[config.mk]
export PLATFORM = sky130hd
export DESIGN_NAME = rec_ctrl_flat
export DESIGN_NICKNAME = d
export VERILOG_FILES = /design/src/rtl/rec_ctrl_if.sv /design/src/rtl/rec_ctrl.sv /design/src/flat_wrapper.sv
export SDC_FILE = /design/constraint.sdc
export NUM_CORES = 1
export LEC_CHECK = 0
export CAP_MARGIN = 20
export CORE_ASPECT_RATIO = 1.25
export CORE_MARGIN = 10
export CORE_UTILIZATION = 45
export CTS_BUF_LIST = sky130_fd_sc_hd__clkbuf_16
export CTS_CLUSTER_SIZE = 24
export DETAILED_ROUTE_END_ITERATION = 10
export GPL_TIMING_DRIVEN = 0
export PLACE_DENSITY = 0.78
export RECOVER_POWER = 100
export SKIP_LAST_GASP = 1
export SYNTH_ARGS = -nofsm -noshare
export SYNTH_HDL_FRONTEND = slang
export SYNTH_SLANG_ARGS = --single-unit
[constraint.sdc]
create_clock -name i_clk -period 9.7 [get_ports i_clk]
set_clock_uncertainty 0.05 [all_clocks]
set_input_delay 2.425 -clock i_clk [delete_from_list [all_inputs] [get_ports i_clk]]
set_output_delay 2.425 -clock i_clk [all_outputs]
set_load 0.01 [all_outputs]
[src/rtl/rec_ctrl_if.sv]
// Controller-side bundle: I2C configuration sender request and sample-memory port.
// i2c: o_i2c_start is a one-cycle request with o_i2c_dat stable until the sender answers with a one-cycle i_i2c_finished.
interface rec_ctrl_if #(
   parameter int WORD_W = 24,
   parameter int ADDR_W = 20
);
   logic              o_i2c_start;
   logic [WORD_W-1:0] o_i2c_dat;
   logic              i_i2c_finished;
   logic [ADDR_W-1:0] o_addr;
   logic              o_rec_we;
   logic              o_play_re;

   modport master (
      output o_i2c_start, o_i2c_dat, o_addr, o_rec_we, o_play_re,
      input  i_i2c_finished
   );

   modport slave (
      input  o_i2c_start, o_i2c_dat, o_addr, o_rec_we, o_play_re,
      output i_i2c_finished
   );
endinterface

[src/rtl/rec_ctrl.sv]
// Audio recorder controller: codec power-up configuration over I2C, then
// record / play / pause / stop sequencing of a sample memory with variable playback speed.
module rec_ctrl #(
   parameter int N_INIT = 6,
   parameter int WORD_W = 24,
   parameter int ADDR_W = 20,
   parameter int SPD_W  = 3
) (
   input  logic                     i_clk,
   input  logic                     i_rst,
   input  logic                     i_power,
   input  logic                     i_rec,
   input  logic                     i_play,
   input  logic                     i_pause,
   input  logic                     i_stop,
   input  logic [SPD_W-1:0]         i_speed,
   input  logic                     i_slow,
   input  logic                     i_sample,
   input  logic [N_INIT*WORD_W-1:0] i_init_data,
   rec_ctrl_if.master               bus,
   output logic [2:0]               o_state,
   output logic                     o_ready,
   output logic [ADDR_W-1:0]        o_end_addr,
   output logic                     o_full,
   output logic                     o_done
);

   typedef enum logic [2:0] {
      IDLE       = 3'd0,
      INIT       = 3'd1,
      INIT_WAIT  = 3'd2,
      STOP       = 3'd3,
      RECORD     = 3'd4,
      REC_PAUSE  = 3'd5,
      PLAY       = 3'd6,
      PLAY_PAUSE = 3'd7
   } state_t;

   typedef enum logic [2:0] {
      CMD_NONE, CMD_STOP, CMD_PAUSE, CMD_REC, CMD_PLAY
   } cmd_t;

   localparam int CNT_W = $clog2(N_INIT + 1);
   localparam int AW1   = ADDR_W + 1;
   localparam logic [ADDR_W-1:0] ADDR_MAX = '1;

   state_t             state, state_n;
   logic [CNT_W-1:0]   init_cnt, init_cnt_n;
   logic               i2c_start, i2c_start_n;
   logic [WORD_W-1:0]  i2c_dat, i2c_dat_n;
   logic               ready, ready_n;
   logic [ADDR_W-1:0]  addr, addr_n;
   logic [ADDR_W-1:0]  end_addr, end_addr_n;
   logic               full, full_n;
   logic               done, done_n;
   logic               rec_we, rec_we_n;
   logic               play_re, play_re_n;
   logic [SPD_W-1:0]   speed_q, speed_n;
   logic               slow_q, slow_n;
   logic [SPD_W-1:0]   rep_cnt, rep_n;

   cmd_t               cmd;
   logic [WORD_W-1:0]  init_word;
   logic [ADDR_W:0]    step;
   logic [ADDR_W:0]    play_next;
   logic [SPD_W-1:0]   rep_next;
   logic               play_end;
   logic               finishing;

   always_comb begin
      cmd = CMD_NONE;
      if (i_stop)       cmd = CMD_STOP;
      else if (i_pause) cmd = CMD_PAUSE;
      else if (i_rec)   cmd = CMD_REC;
      else if (i_play)  cmd = CMD_PLAY;
   end

   always_comb begin
      init_word = '0;
      for (int k = 0; k < N_INIT; k++) begin
         if (init_cnt == CNT_W'(k)) init_word = i_init_data[k*WORD_W +: WORD_W];
      end
   end

   // Slow mode repeats each address speed+1 times; >= tolerates a speed re-latched below the held count.
   always_comb begin
      if (slow_q) begin
         step     = (rep_cnt >= speed_q) ? AW1'(1) : '0;
         rep_next = (rep_cnt >= speed_q) ? '0 : rep_cnt + 1'b1;
      end else begin
         step     = AW1'(speed_q) + AW1'(1);
         rep_next = '0;
      end
      play_next = {1'b0, addr} + step;
      play_end  = play_next >= {1'b0, end_addr};
      finishing = play_re && play_end;
   end

   always_comb begin
      state_n     = state;
      init_cnt_n  = init_cnt;
      i2c_start_n = 1'b0;
      i2c_dat_n   = i2c_dat;
      ready_n     = ready;
      addr_n      = addr;
      end_addr_n  = end_addr;
      full_n      = full;
      done_n      = 1'b0;
      rec_we_n    = 1'b0;
      play_re_n   = 1'b0;
      speed_n     = speed_q;
      slow_n      = slow_q;
      rep_n       = rep_cnt;

      if (!i_power) begin
         state_n    = IDLE;
         init_cnt_n = '0;
         ready_n    = 1'b0;
      end else begin
         case (state)
            IDLE: begin
               state_n    = INIT;
               init_cnt_n = '0;
            end
            INIT: begin
               if (init_cnt < CNT_W'(N_INIT)) begin
                  i2c_dat_n   = init_word;
                  i2c_start_n = 1'b1;
                  state_n     = INIT_WAIT;
               end else begin
                  state_n = STOP;
                  ready_n = 1'b1;
               end
            end
            INIT_WAIT: begin
               if (bus.i_i2c_finished) begin
                  init_cnt_n = init_cnt + 1'b1;
                  state_n    = INIT;
               end
            end
            STOP: begin
               case (cmd)
                  CMD_REC: begin
                     addr_n  = '0;
                     full_n  = 1'b0;
                     state_n = RECORD;
                  end
                  CMD_PLAY: begin
                     if (end_addr != '0) begin
                        addr_n  = '0;
                        speed_n = i_speed;
                        slow_n  = i_slow;
                        rep_n   = '0;
                        state_n = PLAY;
                     end
                  end
                  default: ;
               endcase
            end
            RECORD: begin
               // A write finishing this cycle advances the address even if a command also arrives.
               if (rec_we) begin
                  if (addr == ADDR_MAX) begin
                     full_n     = 1'b1;
                     end_addr_n = ADDR_MAX;
                     state_n    = STOP;
                  end else begin
                     addr_n = addr + 1'b1;
                  end
               end
               if (!(rec_we && addr == ADDR_MAX)) begin
                  case (cmd)
                     CMD_STOP: begin
                        end_addr_n = addr_n;
                        state_n    = STOP;
                     end
                     CMD_PAUSE: state_n  = REC_PAUSE;
                     CMD_NONE:  rec_we_n = i_sample;
                     default: ;
                  endcase
               end
            end
            REC_PAUSE: begin
               case (cmd)
                  CMD_STOP: begin
                     end_addr_n = addr;
                     state_n    = STOP;
                  end
                  CMD_REC: state_n = RECORD;
                  default: ;
               endcase
            end
            PLAY: begin
               if (play_re) begin
                  rep_n = rep_next;
                  if (play_end) begin
                     state_n = STOP;
                     done_n  = 1'b1;
                  end else begin
                     addr_n = play_next[ADDR_W-1:0];
                  end
               end
               case (cmd)
                  CMD_STOP: begin
                     state_n = STOP;
                     done_n  = 1'b0;
                  end
                  CMD_PAUSE: if (!finishing) state_n = PLAY_PAUSE;
                  CMD_NONE:  if (!finishing) play_re_n = i_sample;
                  default: ;
               endcase
            end
            PLAY_PAUSE: begin
               case (cmd)
                  CMD_STOP: state_n = STOP;
                  CMD_PLAY: begin
                     speed_n = i_speed;
                     slow_n  = i_slow;
                     state_n = PLAY;
                  end
                  default: ;
               endcase
            end
            default: state_n = IDLE;
         endcase
      end
   end

   always_ff @(posedge i_clk or negedge i_rst) begin
      if (!i_rst) begin
         state     <= IDLE;
         init_cnt  <= '0;
         i2c_start <= 1'b0;
         i2c_dat   <= '0;
         ready     <= 1'b0;
         addr      <= '0;
         end_addr  <= '0;
         full      <= 1'b0;
         done      <= 1'b0;
         rec_we    <= 1'b0;
         play_re   <= 1'b0;
         speed_q   <= '0;
         slow_q    <= 1'b0;
         rep_cnt   <= '0;
      end else begin
         state     <= state_n;
         init_cnt  <= init_cnt_n;
         i2c_start <= i2c_start_n;
         i2c_dat   <= i2c_dat_n;
         ready     <= ready_n;
         addr      <= addr_n;
         end_addr  <= end_addr_n;
         full      <= full_n;
         done      <= done_n;
         rec_we    <= rec_we_n;
         play_re   <= play_re_n;
         speed_q   <= speed_n;
         slow_q    <= slow_n;
         rep_cnt   <= rep_n;
      end
   end

   assign bus.o_i2c_start = i2c_start;
   assign bus.o_i2c_dat   = i2c_dat;
   assign bus.o_addr      = addr;
   assign bus.o_rec_we    = rec_we;
   assign bus.o_play_re   = play_re;
   assign o_state         = state;
   assign o_ready         = ready;
   assign o_end_addr      = end_addr;
   assign o_full          = full;
   assign o_done          = done;

endmodule
[src/flat_wrapper.sv]
// flat-port wrapper written by rule: the top's interface ports become plain ports
module rec_ctrl_flat 
#(
   parameter int N_INIT = 6,
   parameter int WORD_W = 24,
   parameter int ADDR_W = 20,
   parameter int SPD_W  = 3
)
  (i_clk, i_rst, i_power, i_rec, i_play, i_pause, i_stop, i_speed, i_slow, i_sample, i_init_data, o_state, o_ready, o_end_addr, o_full, o_done, bus_o_i2c_start, bus_o_i2c_dat, bus_o_addr, bus_o_rec_we, bus_o_play_re, bus_i_i2c_finished);
  rec_ctrl_if #(.WORD_W(WORD_W), .ADDR_W(ADDR_W)) bus_i ();
  input  logic i_clk;
  input  logic i_rst;
  input  logic i_power;
  input  logic i_rec;
  input  logic i_play;
  input  logic i_pause;
  input  logic i_stop;
  input  logic [SPD_W-1:0] i_speed;
  input  logic i_slow;
  input  logic i_sample;
  input  logic [N_INIT*WORD_W-1:0] i_init_data;
  output logic [2:0] o_state;
  output logic o_ready;
  output logic [ADDR_W-1:0] o_end_addr;
  output logic o_full;
  output logic o_done;
  output wire logic [$bits(bus_i.o_i2c_start)-1:0] bus_o_i2c_start;
  output wire logic [$bits(bus_i.o_i2c_dat)-1:0] bus_o_i2c_dat;
  output wire logic [$bits(bus_i.o_addr)-1:0] bus_o_addr;
  output wire logic [$bits(bus_i.o_rec_we)-1:0] bus_o_rec_we;
  output wire logic [$bits(bus_i.o_play_re)-1:0] bus_o_play_re;
  input wire logic [$bits(bus_i.i_i2c_finished)-1:0] bus_i_i2c_finished;
  assign bus_o_i2c_start = bus_i.o_i2c_start;
  assign bus_o_i2c_dat = bus_i.o_i2c_dat;
  assign bus_o_addr = bus_i.o_addr;
  assign bus_o_rec_we = bus_i.o_rec_we;
  assign bus_o_play_re = bus_i.o_play_re;
  assign bus_i.i_i2c_finished = bus_i_i2c_finished;
  rec_ctrl #(.N_INIT(N_INIT), .WORD_W(WORD_W), .ADDR_W(ADDR_W), .SPD_W(SPD_W)) u_core (.i_clk(i_clk), .i_rst(i_rst), .i_power(i_power), .i_rec(i_rec), .i_play(i_play), .i_pause(i_pause), .i_stop(i_stop), .i_speed(i_speed), .i_slow(i_slow), .i_sample(i_sample), .i_init_data(i_init_data), .bus(bus_i), .o_state(o_state), .o_ready(o_ready), .o_end_addr(o_end_addr), .o_full(o_full), .o_done(o_done));
endmodule
# Word-level counts from Yosys, hierarchy flattened
# Index checks and enable logic that the tools add are counted.
word_totals:
  wordCells: 159
  input_bits: 157
  register_bits: 83
  output_inout_bits: 73
op_classes:
  addsub: 5
  mux: 81
  order_cmp: 3
  n_eq_ne: 36
  n_reduce_logical: 20
ops:
  columns: ["cell", "n"]
  rows:
  - ["$mux 20", 10]
  - ["$mux 24", 6]
  - ["$pmux 20 s2", 2]
  - ["$mux 3", 23]
  - ["$pmux 20 s3", 1]
  - ["$pmux 3 s2", 8]
  - ["$mux 1", 27]
  - ["$pmux 3 s8", 1]
  - ["$add 20x21->21", 1]
  - ["$eq 3x3->1 const B", 7]
  - ["$ge 21x20->1", 1]
  - ["$mux 21", 1]
  - ["$add 20x1->20 const B", 1]
  - ["$eq 20x20->1 const B", 1]
  - ["$reduce_and 5->1", 4]
  - ["$reduce_bool 20->1", 1]
  - ["$eq 3x2->1 const B", 6]
  - ["$ne 2x1->1 const B", 9]
  - ["$ne 4x3->1 const B", 3]
  - ["$eq 3x1->1 const B", 3]
  - ["$logic_not 3->1", 3]
  - ["$reduce_bool 2->1", 4]
  - ["$add 3x1->3 const B", 2]
  - ["$ne 3x1->1 const B", 2]
  - ["13 further kinds", 18]

# Logic depth before layout (Yosys ltp)
# Gate-level depths: netlist of run 1.
logic_depth:
  word_depth: 11
  depth_mapped: 22
  mapped_depth_nobuf: 20

# Least setup slack after synthesis of run 1
# Ideal clock, no wire load.
synth_path:
  kind: "flip-flop to flip-flop"
  startpoint: "reg u_core.rep_cnt[0]"
  endpoint: "reg u_core.addr[9], in the netlist u_core.bus.o_addr[9]"
  n_path_buf: 2
  path_slack_ps: 5242
  required_ps: 9519
  stages_incl_launch_ff: 23
  setup_time_ps: 131
  arrival_ps: 4277
  synth_period_minus_slack_ps: 4458
  path_cell_list: "dfrtp_1 -> inv_1 -> ha_1 -> nand2b_1 -> a21oi_1 -> o21a_1 -> nor2_1 -> ha_1 -> fa_1 -> a21o_1 -> a22o_1 -> buf_2 -> nand2_1 -> nor2_1 -> xor2_1 -> ha_1 -> nand3_1 -> nor4_1 -> a221oi_1 -> nand4_2 -> buf_6 -> a2111oi_0 -> o21ai_1"
synth_via:
  elab_chain_len: 7
  elab_cells_between_ends: 10
  cone_classes: "add/sub (1); order compare (2); eq/ne (1); mux (5); reduce/logical (1)"
synth_lines:
  columns: ["item", "line_no", "source"]
  rows:
  - ["start: declaration", "rec_ctrl.sv:60", "logic [SPD_W-1:0] rep_cnt, rep_n;"]
  - ["start signal: assignment", "rec_ctrl.sv:259", "rep_cnt <= rep_n;"]
  - ["$ge 3x3->1 *", "rec_ctrl.sv:88", "step = (rep_cnt >= speed_q) ? AW1'(1) : '0;"]
  - ["$mux 1 *", "rec_ctrl.sv:88", null]
  - ["$mux 21 *", "rec_ctrl.sv:87", "if (slow_q) begin"]
  - ["$add 20x21->21 *", "rec_ctrl.sv:94", "play_next = {1'b0, addr} + step;"]
  - ["$ge 21x20->1 / $mux 20 (equally long branches)", "rec_ctrl.sv:95, rec_ctrl.sv:196", null]
  - ["$ne 2x2->1 (no line) / $mux 20 (equally long branches)", null, null]
  - ["$reduce_and 6->1 (no line) / $pmux 20 s3 (equally long branches)", null, null]
  - ["end signal: assignment", "rec_ctrl.sv:251", "addr <= addr_n;"]
  - ["end: declaration", "rec_ctrl.sv:52", "logic [ADDR_W-1:0] addr, addr_n;"]
# Mark *: on every way between the ends. The rest lies on a longest branch, timed or not. The select of a mux whose other input is x is not followed.
# A chain may end at the register's enable or synchronous reset.

# Final worst setup path of run 1
layout_path:
  startpoint: "reg u_core.rep_cnt[0]"
  endpoint: "reg u_core.addr[7], in the netlist u_core.bus.o_addr[7]"
# Same word-level chain as after synthesis.

==> metrics.md, run 1 <==
| Metric | Value |
|---|---|
| Result of the run | `finished with violations` |
| Violations in the final reports | `max-capacitance violations, max-slew violations` |
| Slew headroom | `-0.801` |
| Maximum number of pins on one net before global-route repair | `49` |
| Number of instances in the synthesized netlist | `roughly 900` |
| Dominant register cell in the synthesized netlist | `sky130_fd_sc_hd__dfrtp_1` |
| Cell area after synthesis | `7180 um^2` |
| Top cell family by delay on the critical path | `compound AO/OA/AOI/OAI gates` |
| Synthesized area divided by synthesized cell count | `between 7 and 8 um^2` |
| Final hold slack | `0.426 ns` |
| Count of final hold-check violations | `0` |
| Total global routing overflow | `0` |
| Worst min-delay path category | `flop to flop` |
| Total Die Area | `21400 um^2` |
| Average detailed-routed wire length per instance | `24.1 um` |
| Placed Instances | `1344` |
| Final non-filler cell total | `1364` |
| Detailed-route vias per instance | `6.18` |
| Number of enable-type register cells in the synthesized netlist | `0` |
| Type of element capturing the critical path | `flop` |
| Number of buffers added on ports | `between 200 and 250` |
| Max IR drop VDD | `approximately 0.00012 V` |
| Portion of the post-synthesis area used by sequential elements | `0.289` |
| Number of sinks handled by clock tree synthesis | `83` |
| Highest Clock Rate | `146 MHz` |
| Placeable Area | `~16000 um^2` |
| Path type of the worst setup path | `flop to flop` |
| First-pass GRT wire length | `49.8 mm` |
| Layout overhead on the synthesized area | `39.1%` |
| Crit Path Max Fanout | `10` |
| Critical-path top delay cell | `sky130_fd_sc_hd__o21ai_0` |
| Overall die height | `between 150 and 200 um` |
| Number of remaining DRC errors | `0` |
| Slew at the pin with the worst max-slew slack | `2.70 ns` |
| FF+latch area | `2080 um^2` |
| Length of the first detailed-routing pass in iterations | `6` |
| Top library cells by usage in the layout, fill and taps aside | `sky130_fd_sc_hd__clkdlybuf4s50_1, sky130_fd_sc_hd__nor2_1, sky130_fd_sc_hd__nand2_1, sky130_fd_sc_hd__dfrtp_1, sky130_fd_sc_hd__dlygate4sd3_1` |
| Type of element launching the critical path | `flop` |
| Max Slew Vio Count | `just under 100` |
| Required time of the critical path | `around 10 ns` |
| Clock tree from TritonCTS | `built` |
| Max-capacitance violation count | `4` |
| Worst-Skew Late Latency | `0.36 ns` |
| DRT antenna net count | `0` |
| Die width | `around 130 um` |
| Vias post-DR | `8425` |
| Power density normalized to cell area | `between 150 and 200 nW/um^2` |
| Boundary Pins | `230` |
| Weighted congestion reported at the end of routability-driven placement | `1.03` |
| Vias in the first global route | `8337` |
| Gr usage total | `0.295` |
| Layout cell share with drive strength beyond 1 | `0.0488` |
| Count of yosys warnings during synthesis | `0` |
| Maximum count of clock buffers along a single path | `2` |
| Post-synthesis net count | `1096` |
| Flop and latch count out of synthesis | `83` |
| Filler cell count in the final layout | `between 1k and 1.5k` |
| Unrepaired setup endpoints after global routing | `false` |
| Number of antenna violations at the first check in global routing | `5` |
| Initial cell density of the core | `0.459` |
| CTS resizes | `0` |
| Clock transition at the register clock pins on the worst setup and hold paths after CTS | `0.07 ns` |
| Most common cell after layout, fill and taps aside | `sky130_fd_sc_hd__clkdlybuf4s50_1` |
| Violation count after the first detailed-routing iteration | `approximately 770` |
| Most common cell on crit path | `sky130_fd_sc_hd__ha_1` |
| Max incr delay on CP | `1.63 ns` |
| Final total negative setup slack | `0 ns` |
| Post-Route WL | `32.8 mm` |
| Shortest clock period the worst path allows after layout | `between 6 and 7 ns` |
| Clock buffer count from CTS | `9` |
| Post-CTS Hold Buffers | `0` |
| Async set-reset flop share out of synthesis | `1.00` |
| Number of nets in the layout | `1336` |
| Tcrit/Tclk final | `0.705` |
| Static leakage | `4.20 nW` |
| Signal arrival time at the worst endpoint | `6.94 ns` |
| Total of endpoints with negative setup slack in the final report | `0` |
| H-tree Lvls | `3` |
| Number of buffers inserted by post-CTS setup repair | `0` |
| Ordered cell list for the critical path | `inv_1 > ha_1 > nand2b_1 > a21oi_1 > o21a_1 > nor2_1 > ha_1 > fa_1 > a21o_1 > a22o_1 > clkbuf_1 > nand2_1 > nor2_1 > xor2_1 > ha_1 > nand3_1 > nor4_1 > a221oi_1 > nand4_1 > o21ai_0 > o221ai_1` |
| Post-synthesis cell type count | `80` |
| HPWL after DPL | `26.2 mm` |
| Clock root buffer | `sky130_fd_sc_hd__clkbuf_16` |
| Num rows | `between 50 and 60` |
| Number of buffer and inverter instances along the worst setup path | `2` |
| Multi-input gate area | `roughly 4600 um^2` |
[registers in the layout (all words and copies together) (netlist names), 3 cells and up]
name                  count
u_core.speed_q            3
u_core.bus.o_i2c_dat     24
u_core.o_state            3
u_core.init_cnt           3
u_core.bus.o_addr        20
u_core.rep_cnt            3
u_core.o_end_addr        20
[per-stage QoR]
step | power (W) | worst slack (ns) | utilization | area (um^2)
3_3_place_gp | 0.00125 | 3.04 | 0.622 | 9730
3_5_place_dp | 0.00126 | 4.14 | 0.624 | 9760
4_1_cts | 0.00162 | 4.11 | 0.643 | 10100
5_1_grt | 0.00166 | 2.76 | 0.639 | 9990
2_1_floorplan | 0.000862 | 5.24 | - | 7180
6_report | 0.00157 | 2.86 | 0.639 | 9990
[final timing paths]
check	from	to	slack [ns]	cells after the start
min in group asynchronous	i_rst	u_core.bus.o_addr[3]$_DFFE_PN0P_	2.57	1
worst max-delay path	u_core.rep_cnt[0]$_DFFE_PN0P_	u_core.bus.o_addr[7]$_DFFE_PN0P_	2.86	21
worst max register to register	u_core.rep_cnt[0]$_DFFE_PN0P_	u_core.bus.o_addr[7]$_DFFE_PN0P_	2.86	21
max in group asynchronous	i_rst	u_core.bus.o_i2c_dat[3]$_DFFE_PN0P_	3.67	2
worst min-delay path	u_core.bus.o_i2c_dat[2]$_DFFE_PN0P_	u_core.bus.o_i2c_dat[2]$_DFFE_PN0P_	0.43	2
worst min register to register	u_core.bus.o_i2c_dat[2]$_DFFE_PN0P_	u_core.bus.o_i2c_dat[2]$_DFFE_PN0P_	0.43	2
[logic make-up after synthesis]
family	after synthesis	synth area share
xor+xnor	24	0.0293
buf+inv	116	0.0711
compound gates	300	0.306
mux	7	0.0105
fa+ha+maj	36	0.0638
flops	83	0.289
simple gates	337	0.231
[worst min-delay path: cells and delay by family (launching register included)]
kind	cells	cell delay [ns]
flip-flops	1	0.33
AO/OA/AOI/OAI	1	0.06
AND/OR/NAND/NOR	1	0.04
[power by group]
group / internal (W) / leakage, nW / switching, W
Combinational: 0.000316 / 2.97 / 0.000364
Sequential: 0.000432 / 1.09 / 0.000100
Clock: 0.000201 / 0.141 / 0.000156
Total: 0.000950 / 4.20 / 0.000620
[final cells by class]
cell class | instances | share of cell area
multi-input combinational | 704 | 0.457
timing repair buffer | 229 | 0.228
sequential | 83 | 0.208
buffer | 74 | 0.0339
tap | 212 | 0.0265
clock buffer | 9 | 0.0225
inverter | 42 | 0.0158
clock inverter | 7 | 0.00764
antenna | 4 | 0.00100
[synthesized netlist by cell type, types with 5 or more instances]
master                      number  share of area
sky130_fd_sc_hd__o31ai_1         8         0.0084
sky130_fd_sc_hd__clkbuf_1       45          0.024
sky130_fd_sc_hd__o21ai_0        36          0.025
sky130_fd_sc_hd__a21oi_1        56          0.039
sky130_fd_sc_hd__buf_6           6         0.0094
sky130_fd_sc_hd__nand3_1        27          0.019
sky130_fd_sc_hd__nor2b_1         7         0.0061
sky130_fd_sc_hd__o21a_1          7         0.0073
sky130_fd_sc_hd__nor3_1         29          0.020
sky130_fd_sc_hd__a211o_1         6         0.0073
sky130_fd_sc_hd__o22ai_1         7         0.0061
sky130_fd_sc_hd__buf_2          18          0.013
sky130_fd_sc_hd__and4_4          5         0.0078
sky130_fd_sc_hd__a21o_1          7         0.0073
sky130_fd_sc_hd__nand2b_1        6         0.0052
sky130_fd_sc_hd__a221oi_1       27          0.033
sky130_fd_sc_hd__dfrtp_1        83           0.29
sky130_fd_sc_hd__o21ai_1        26          0.018
sky130_fd_sc_hd__inv_1          42          0.022
sky130_fd_sc_hd__o2111ai_1       8         0.0098
sky130_fd_sc_hd__and2_1          9         0.0078
sky130_fd_sc_hd__nand2_1        92          0.048
sky130_fd_sc_hd__nor4_1          7         0.0061
sky130_fd_sc_hd__xnor2_1        21          0.026
sky130_fd_sc_hd__a22oi_1         5         0.0052
sky130_fd_sc_hd__ha_1           35          0.061
sky130_fd_sc_hd__a211oi_1       16          0.017
sky130_fd_sc_hd__a22o_1          6         0.0073
sky130_fd_sc_hd__o211ai_1       12          0.013
sky130_fd_sc_hd__and3_1         17          0.015
sky130_fd_sc_hd__nor2_1         98          0.051
sky130_fd_sc_hd__o311a_1        24          0.033
sky130_fd_sc_hd__nand4_1        12          0.010
[layer usage]
metal / up-vias / part of all wire / global-route usage
li1: 3848 / - / -
met1: 3960 / 0.37 / 0.333
met2: 492 / 0.48 / 0.502
met3: 123 / 0.098 / 0.0776
met4: 2 / 0.050 / 0.147
met5: - / 0.00058 / 0
Power figures use the tool's default switching activity.
==> run 2: changes to the inputs <==
- clock period: 9.7 -> 6.75 ns (I/O delays scaled with it)
==> run 2 against run 1 <==
Effect of this change: the flow still finishes with violations (max-capacitance violations, max-slew violations); clock power increased by 43%; final cell count about the same; sequential power increased by 44%; register-to-register slack got worse by 2.2 ns; largest power group unchanged; power increased by 44%; critical endpoint is now u_core.bus.o_addr[4]$_DFFE_PN0P_; via count decreased by 0.83%; non-clock buffer count unchanged; largest cell class unchanged; wire length decreased by 0.26%; clock-buffer cell count unchanged; utilization increased by 0.056 points; hold slack about the same.
==> metrics.md, run 2 (same netlist as run 1, synthesis figures left out) <==
| Metric | Value |
|---|---|
| Result of the run | `finished with violations (unchanged)` |
| Violations in the final reports | `max-capacitance violations, max-slew violations (unchanged)` |
| Weighted congestion reported at the end of routability-driven placement | `1.03 (unchanged)` |
| Length of the first detailed-routing pass in iterations | `5 (was 6)` |
| Max-capacitance violation count | `3 (was 4)` |
| Signal arrival time at the worst endpoint | `6.25 ns (was 6.94 ns)` |
| FF+latch area | `2080 um^2 (unchanged)` |
| Number of antenna violations at the first check in global routing | `5 (unchanged)` |
| Power density normalized to cell area | `226 nW/um^2 (was 157 nW/um^2)` |
| Top library cells by usage in the layout, fill and taps aside | `sky130_fd_sc_hd__clkdlybuf4s50_1, sky130_fd_sc_hd__nor2_1, sky130_fd_sc_hd__nand2_1, sky130_fd_sc_hd__dfrtp_1, sky130_fd_sc_hd__dlygate4sd3_1 (unchanged)` |
| Static leakage | `4.21 nW (was 4.20 nW)` |
| Number of sinks handled by clock tree synthesis | `83 (unchanged)` |
| Worst reg-to-reg setup slack | `0.65 ns (was 2.86 ns)` |
| Startpoint of the worst-slack reg-to-reg timing path | `u_core.rep_cnt[0]$_DFFE_PN0P_ (unchanged)` |
| Clock buffer count from CTS | `9 (unchanged)` |
| Detailed-route vias per instance | `6.13 (was 6.18)` |
| Maximum number of pins on one net before global-route repair | `49 (unchanged)` |
| Slew headroom | `-0.821 (was -0.801)` |
| Type of element capturing the critical path | `flop (unchanged)` |
| Vias in the first global route | `8344 (was 8337)` |
| Type of element launching the critical path | `flop (unchanged)` |
| Total Die Area | `21400 um^2 (unchanged)` |
| HPWL after DPL | `26.2 mm (unchanged)` |
| Maximum count of clock buffers along a single path | `2 (unchanged)` |
| Layout overhead on the synthesized area | `39.3% (was 39.1%)` |
| Num rows | `51 (unchanged)` |
| Multi-input gate area | `4570 um^2 (was 4560 um^2)` |
| Placed Instances | `1344 (unchanged)` |
| Number of buffers inserted by post-CTS setup repair | `0 (unchanged)` |
| Critical R2R Capture | `u_core.bus.o_addr[4]$_DFFE_PN0P_ (was u_core.bus.o_addr[7]$_DFFE_PN0P_)` |
| Worst min-delay path category | `flop to flop (unchanged)` |
| Final non-filler cell total | `1363 (was 1364)` |
| Placeable Area | `15600 um^2 (unchanged)` |
| Timing startpoint of the critical path | `u_core.rep_cnt[0]$_DFFE_PN0P_ (unchanged)` |
| Number of remaining DRC errors | `0 (unchanged)` |
| Max IR drop VDD | `0.000176 V (was 0.000121 V)` |
| Flip-flop count of the largest register, all copies and words added | `24 (unchanged)` |
| Unrepaired setup endpoints after global routing | `false (unchanged)` |
| Setup crit end | `u_core.bus.o_addr[4]$_DFFE_PN0P_ (was u_core.bus.o_addr[7]$_DFFE_PN0P_)` |
| Boundary Pins | `230 (unchanged)` |
| Total global routing overflow | `0 (unchanged)` |
| Final hold slack | `0.426 ns (about the same)` |
| Required time of the critical path | `6.89 ns (was 9.80 ns)` |
| Clock tree from TritonCTS | `built (unchanged)` |
| Slew at the pin with the worst max-slew slack | `2.73 ns (was 2.70 ns)` |
| Cell count of the worst reg-to-reg path | `21 (unchanged)` |
| Number of buffers added on ports | `228 (unchanged)` |
| Highest Clock Rate | `164 MHz (was 146 MHz)` |
| Post-CTS Hold Buffers | `0 (unchanged)` |
| CTS resizes | `0 (unchanged)` |
| Clock root buffer | `sky130_fd_sc_hd__clkbuf_16 (unchanged)` |
| Worst-Skew Late Latency | `0.35 ns (was 0.36 ns)` |
| Layout cell share with drive strength beyond 1 | `0.0505 (was 0.0488)` |
| Overall die height | `161 um (unchanged)` |
| Total of endpoints with negative setup slack in the final report | `0 (unchanged)` |
| Shortest clock period the worst path allows after layout | `6.10 ns (was 6.84 ns)` |
| Tcrit/Tclk final | `0.904 (was 0.705)` |
| Violation count after the first detailed-routing iteration | `735 (was 765)` |
| Number of nets in the layout | `1336 (unchanged)` |
| Gr usage total | `0.295 (about the same)` |
| First-pass GRT wire length | `49.8 mm (about the same)` |
| H-tree Lvls | `3 (unchanged)` |
| Vias post-DR | `8355 (was 8425)` |
| Max Slew Vio Count | `87 (was 97)` |
| Path type of the worst setup path | `flop to flop (unchanged)` |
| Initial cell density of the core | `0.459 (unchanged)` |
| Count of final hold-check violations | `0 (unchanged)` |
| Clock transition at the register clock pins on the worst setup and hold paths after CTS | `0.07 ns (about the same)` |
| Die width | `133 um (unchanged)` |
| Final total negative setup slack | `0 ns (unchanged)` |
| Post-Route WL | `32.8 mm (about the same)` |
| Most common cell after layout, fill and taps aside | `sky130_fd_sc_hd__clkdlybuf4s50_1 (unchanged)` |
| Filler cell count in the final layout | `1442 (was 1445)` |
| Crit Path Max Fanout | `9 (was 10)` |
| Average detailed-routed wire length per instance | `24.0 um (was 24.1 um)` |
| Final Power | `0.00227 W (was 0.00157 W)` |
| DRT antenna net count | `0 (unchanged)` |
-- run 2: metrics by stage --
step                setup WS [ns]   util  area (um^2)
floorplan                    2.29      -         7180
global placement            0.829  0.622         9730
detailed placement           1.19  0.624         9760
CTS                          1.16  0.643        10100
global route                0.512  0.640        10000
finish                      0.645  0.640        10000
-- run 2: layer usage --
metal | GRT usage | routed length (um) | share of wire
met3 | 0.0736 | 3320 | 0.10
met4 | 0.155 | 1660 | 0.051
met1 | 0.332 | 12100 | 0.37
met2 | 0.502 | 15600 | 0.48
met5 | 0 | 24 | 0.00073
-- run 2: worst min path at each step --
stage,startpoint,endpoint,slack [ns],depth (start not counted)
finish,u_core.bus.o_i2c_dat[2]$_DFFE_PN0P_,u_core.bus.o_i2c_dat[2]$_DFFE_PN0P_,0.43,2
global route,u_core.bus.o_i2c_dat[0]$_DFFE_PN0P_,u_core.bus.o_i2c_dat[0]$_DFFE_PN0P_,0.46,2
CTS,u_core.bus.o_i2c_dat[23]$_DFFE_PN0P_,u_core.bus.o_i2c_dat[23]$_DFFE_PN0P_,0.44,2
detailed placement,u_core.bus.o_i2c_dat[23]$_DFFE_PN0P_,u_core.bus.o_i2c_dat[23]$_DFFE_PN0P_,0.42,2
global placement,u_core.bus.o_i2c_dat[22]$_DFFE_PN0P_,u_core.bus.o_i2c_dat[22]$_DFFE_PN0P_,0.41,2
floorplan,u_core.rep_cnt[1]$_DFFE_PN0P_,u_core.rep_cnt[1]$_DFFE_PN0P_,0.43,2
-- run 2: area by class of cell --
cell class,instances,area share
clock inverter,7,0.00763
antenna,3,0.000750
buffer,74,0.0346
sequential,83,0.208
multi-input combinational,704,0.457
tap,212,0.0265
clock buffer,9,0.0225
inverter,42,0.0158
timing repair buffer,229,0.228
-- run 2: worst max-delay path, cell delays in order (launching register included) --
cell and delay, ns:
sky130_fd_sc_hd__dfrtp_1 0.41, sky130_fd_sc_hd__inv_1 0.06, sky130_fd_sc_hd__ha_1 0.28, sky130_fd_sc_hd__nand2b_1 0.14, sky130_fd_sc_hd__a21oi_1 0.18, sky130_fd_sc_hd__o21a_1 0.13, sky130_fd_sc_hd__nor2_1 0.04, sky130_fd_sc_hd__ha_1 0.22
sky130_fd_sc_hd__fa_1 0.41, sky130_fd_sc_hd__a21o_1 0.22, sky130_fd_sc_hd__a22o_1 0.18, sky130_fd_sc_hd__clkbuf_1 0.31, sky130_fd_sc_hd__nand2_1 0.37, sky130_fd_sc_hd__nor2_1 0.13, sky130_fd_sc_hd__xor2_1 0.16, sky130_fd_sc_hd__ha_1 0.30
sky130_fd_sc_hd__nand3_1 0.11, sky130_fd_sc_hd__nor4_1 0.80, sky130_fd_sc_hd__o2111ai_1 0.31, sky130_fd_sc_hd__and4_2 0.34, sky130_fd_sc_hd__a21oi_1 0.58, sky130_fd_sc_hd__a211oi_1 0.19
-- run 2: power by group --
group          internal, W  leakage [nW]  total [W]  switching (W)
combinational     0.000464          2.97   0.000989       0.000525
clock             0.000289         0.141   0.000513       0.000223
sequential        0.000620          1.09   0.000764       0.000143
==> run 3: changes to the inputs <==
- CORE_UTILIZATION: 45 -> 48
- PLACE_DENSITY: 0.78 -> 0.83
==> run 3 against run 2 <==
Effect of this change: the flow still finishes with violations (max-capacitance violations, max-slew violations); hold slack improved by 0.00062 ns; wire length rose by 1.6%; design area fell by 0.51%; first-iteration DRC count fell by 7.1%; critical path type unchanged; largest power group unchanged; highest routed layer unchanged.
==> metrics.md, run 3 (same netlist as run 1, synthesis figures left out) <==
| Metric | Value |
|---|---|
| Layout cell share with drive strength beyond 1 | `0.0505 (unchanged)` |
| Multi-input gate area | `4560 um^2 (was 4570 um^2)` |
| Filler cell count in the final layout | `1255 (was 1442)` |
| Number of antenna violations at the first check in global routing | `8 (was 5)` |
| Violations in the final reports | `max-capacitance violations, max-slew violations (unchanged)` |
| Most common cell after layout, fill and taps aside | `sky130_fd_sc_hd__clkdlybuf4s50_1 (unchanged)` |
| Worst reg-to-reg setup slack | `0.43 ns (was 0.65 ns)` |
| Post-Route WL | `33.3 mm (was 32.8 mm)` |
| Boundary Pins | `230 (unchanged)` |
| Max IR drop VDD | `0.000213 V (was 0.000176 V)` |
| Clock transition at the register clock pins on the worst setup and hold paths after CTS | `0.07 ns (about the same)` |
| Slew at the pin with the worst max-slew slack | `2.98 ns (was 2.73 ns)` |
| Path type of the worst setup path | `flop to flop (unchanged)` |
| Cell Area, Placed | `9720 um^2 (was 9760 um^2)` |
| Signal arrival time at the worst endpoint | `6.46 ns (was 6.25 ns)` |
| Maximum number of pins on one net before global-route repair | `54 (was 49)` |
| Number of buffers inserted by post-CTS setup repair | `0 (unchanged)` |
| Max-capacitance violation count | `3 (unchanged)` |
| DRT antenna net count | `0 (unchanged)` |
| Power density normalized to cell area | `229 nW/um^2 (was 226 nW/um^2)` |
| Count of final hold-check violations | `0 (unchanged)` |
| Placed Instances | `1311 (was 1344)` |
| Tcrit/Tclk final | `0.936 (was 0.904)` |
| Gr usage total | `0.316 (was 0.295)` |
| Detailed-route vias per instance | `6.38 (was 6.13)` |
| Max Slew Vio Count | `95 (was 87)` |
| First-pass GRT wire length | `49.9 mm (was 49.8 mm)` |
| Startpoint of the worst-slack reg-to-reg timing path | `u_core.rep_cnt[0]$_DFFE_PN0P_ (unchanged)` |
| Highest Clock Rate | `158 MHz (was 164 MHz)` |
| H-tree Lvls | `3 (unchanged)` |
| Length of the first detailed-routing pass in iterations | `5 (unchanged)` |
| Weighted congestion reported at the end of routability-driven placement | `1.05 (was 1.03)` |
| Vias post-DR | `8488 (was 8355)` |
| Required time of the critical path | `6.90 ns (was 6.89 ns)` |
| Overall die height | `157 um (was 161 um)` |
| Average detailed-routed wire length per instance | `25.0 um (was 24.0 um)` |
| Worst-Skew Late Latency | `0.35 ns (about the same)` |
| Number of nets in the layout | `1337 (was 1336)` |
| Top library cells by usage in the layout, fill and taps aside | `sky130_fd_sc_hd__clkdlybuf4s50_1, sky130_fd_sc_hd__nor2_1, sky130_fd_sc_hd__nand2_1, sky130_fd_sc_hd__dfrtp_1, sky130_fd_sc_hd__dlygate4sd3_1 (unchanged)` |
| Cell count of the worst reg-to-reg path | `22 (was 21)` |
| Layout overhead on the synthesized area | `38.5% (was 39.3%)` |
| Result of the run | `finished with violations (unchanged)` |
| Final total negative setup slack | `0 ns (unchanged)` |
| Slew headroom | `-0.989 (was -0.821)` |
| HPWL after DPL | `26.4 mm (was 26.2 mm)` |
| Total Die Area | `20300 um^2 (was 21400 um^2)` |
| Violation count after the first detailed-routing iteration | `683 (was 735)` |
| Type of element launching the critical path | `flop (unchanged)` |
| Placeable Area | `14500 um^2 (was 15600 um^2)` |
| Static leakage | `4.21 nW (about the same)` |
| Flip-flop count of the largest register, all copies and words added | `24 (unchanged)` |
| Clock tree from TritonCTS | `built (unchanged)` |
| Critical R2R Capture | `u_core.bus.o_addr[13]$_DFFE_PN0P_ (was u_core.bus.o_addr[4]$_DFFE_PN0P_)` |
| Crit Path Max Fanout | `9 (unchanged)` |
| Final non-filler cell total | `1330 (was 1363)` |
| Type of element capturing the critical path | `flop (unchanged)` |
| Setup crit end | `u_core.bus.o_addr[13]$_DFFE_PN0P_ (was u_core.bus.o_addr[4]$_DFFE_PN0P_)` |
| Die width | `129 um (was 133 um)` |
| FF+latch area | `2080 um^2 (unchanged)` |
| Clock root buffer | `sky130_fd_sc_hd__clkbuf_16 (unchanged)` |
| Initial cell density of the core | `0.494 (was 0.459)` |
| Cell area after layout | `9950 um^2 (was 10000 um^2)` |
| Number of buffers added on ports | `228 (unchanged)` |
| Unrepaired setup endpoints after global routing | `false (unchanged)` |
| Post-CTS Hold Buffers | `0 (unchanged)` |
| Timing startpoint of the critical path | `u_core.rep_cnt[0]$_DFFE_PN0P_ (unchanged)` |
| Vias in the first global route | `8367 (was 8344)` |
| Final hold slack | `0.427 ns (was 0.426 ns)` |
| Total global routing overflow | `0 (unchanged)` |
| Number of remaining DRC errors | `0 (unchanged)` |
| Number of sinks handled by clock tree synthesis | `83 (unchanged)` |
| Maximum count of clock buffers along a single path | `2 (unchanged)` |
| Num rows | `49 (was 51)` |
| Shortest clock period the worst path allows after layout | `6.32 ns (was 6.10 ns)` |
| Clock buffer count from CTS | `9 (unchanged)` |
| CTS resizes | `0 (unchanged)` |
| Total of endpoints with negative setup slack in the final report | `0 (unchanged)` |
| Worst min-delay path category | `flop to flop (unchanged)` |
## run 3: cell count changes in the layout (fill, tap and decap cells not counted), sizes merged
cell	delta
diode	+1
buf	+1
clkinv	+3
inv	-2
clkdlybuf4s50	-1
clkinvlp	-2
dlygate4sd3	+1
## run 3: how the worst min path moves through the flow
stage	start	end	slack, ns	cells past startpoint
finish	u_core.bus.o_i2c_dat[8]$_DFFE_PN0P_	u_core.bus.o_i2c_dat[8]$_DFFE_PN0P_	0.43	2
global route	u_core.bus.o_i2c_dat[8]$_DFFE_PN0P_	u_core.bus.o_i2c_dat[8]$_DFFE_PN0P_	0.45	2
CTS	u_core.bus.o_i2c_dat[23]$_DFFE_PN0P_	u_core.bus.o_i2c_dat[23]$_DFFE_PN0P_	0.44	2
detailed placement	u_core.bus.o_i2c_dat[23]$_DFFE_PN0P_	u_core.bus.o_i2c_dat[23]$_DFFE_PN0P_	0.42	2
global placement	u_core.bus.o_i2c_dat[1]$_DFFE_PN0P_	u_core.bus.o_i2c_dat[1]$_DFFE_PN0P_	0.42	2
floorplan	u_core.rep_cnt[1]$_DFFE_PN0P_	u_core.rep_cnt[1]$_DFFE_PN0P_	0.43	2
## run 3: worst max-delay path, stage by stage (launching register included)
cell and delay (ns):
sky130_fd_sc_hd__dfrtp_1 0.39, sky130_fd_sc_hd__inv_1 0.06, sky130_fd_sc_hd__ha_1 0.27, sky130_fd_sc_hd__nand2b_1 0.14
sky130_fd_sc_hd__a21oi_1 0.20, sky130_fd_sc_hd__o21a_1 0.14, sky130_fd_sc_hd__nor2_1 0.05, sky130_fd_sc_hd__ha_1 0.22
sky130_fd_sc_hd__fa_1 0.40, sky130_fd_sc_hd__a21o_1 0.20, sky130_fd_sc_hd__a22o_1 0.17, sky130_fd_sc_hd__clkbuf_1 0.31
sky130_fd_sc_hd__nand2_1 0.35, sky130_fd_sc_hd__nor2_1 0.13, sky130_fd_sc_hd__xor2_1 0.16, sky130_fd_sc_hd__ha_1 0.30
sky130_fd_sc_hd__nand3_1 0.16, sky130_fd_sc_hd__nor4_1 0.80, sky130_fd_sc_hd__clkbuf_1 0.27, sky130_fd_sc_hd__o2111ai_1 0.30
sky130_fd_sc_hd__and4_4 0.30, sky130_fd_sc_hd__a21oi_1 0.57, sky130_fd_sc_hd__o41ai_1 0.21
## run 3: metrics by stage
| step | power [W] | worst slack (ns) | utilization |
|---|---|---|---|
| finish | 0.00228 | 0.434 | 0.685 |
| global route | 0.00239 | 0.398 | 0.685 |
| CTS | 0.00233 | 1.02 | 0.689 |
| detailed placement | 0.00183 | 1.07 | 0.669 |
| global placement | 0.00182 | 0.570 | 0.667 |
| floorplan | 0.00124 | 2.29 | - |
## run 3: area by class of cell
cell class	count	share of cell area
clock buffer	9	0.0226
timing repair buffer	230	0.229
clock inverter	6	0.00654
sequential	83	0.209
tap	178	0.0224
multi-input combinational	704	0.459
antenna	4	0.00101
buffer	74	0.0350
inverter	42	0.0158
## run 3: routing by layer
metal  vias up  wire length, um  track usage
met4         6             1630        0.171
li1       3854                -            -
met5         -               38            0
met1      3980            12100        0.349
met3       111             4020        0.117
met2       537            15500        0.516
## run 3: where the power goes
group	switching (W)	total, W	internal, W
Combinational	0.000545	0.00101	0.000468
Clock	0.000216	0.000501	0.000285
Sequential	0.000145	0.000766	0.000621
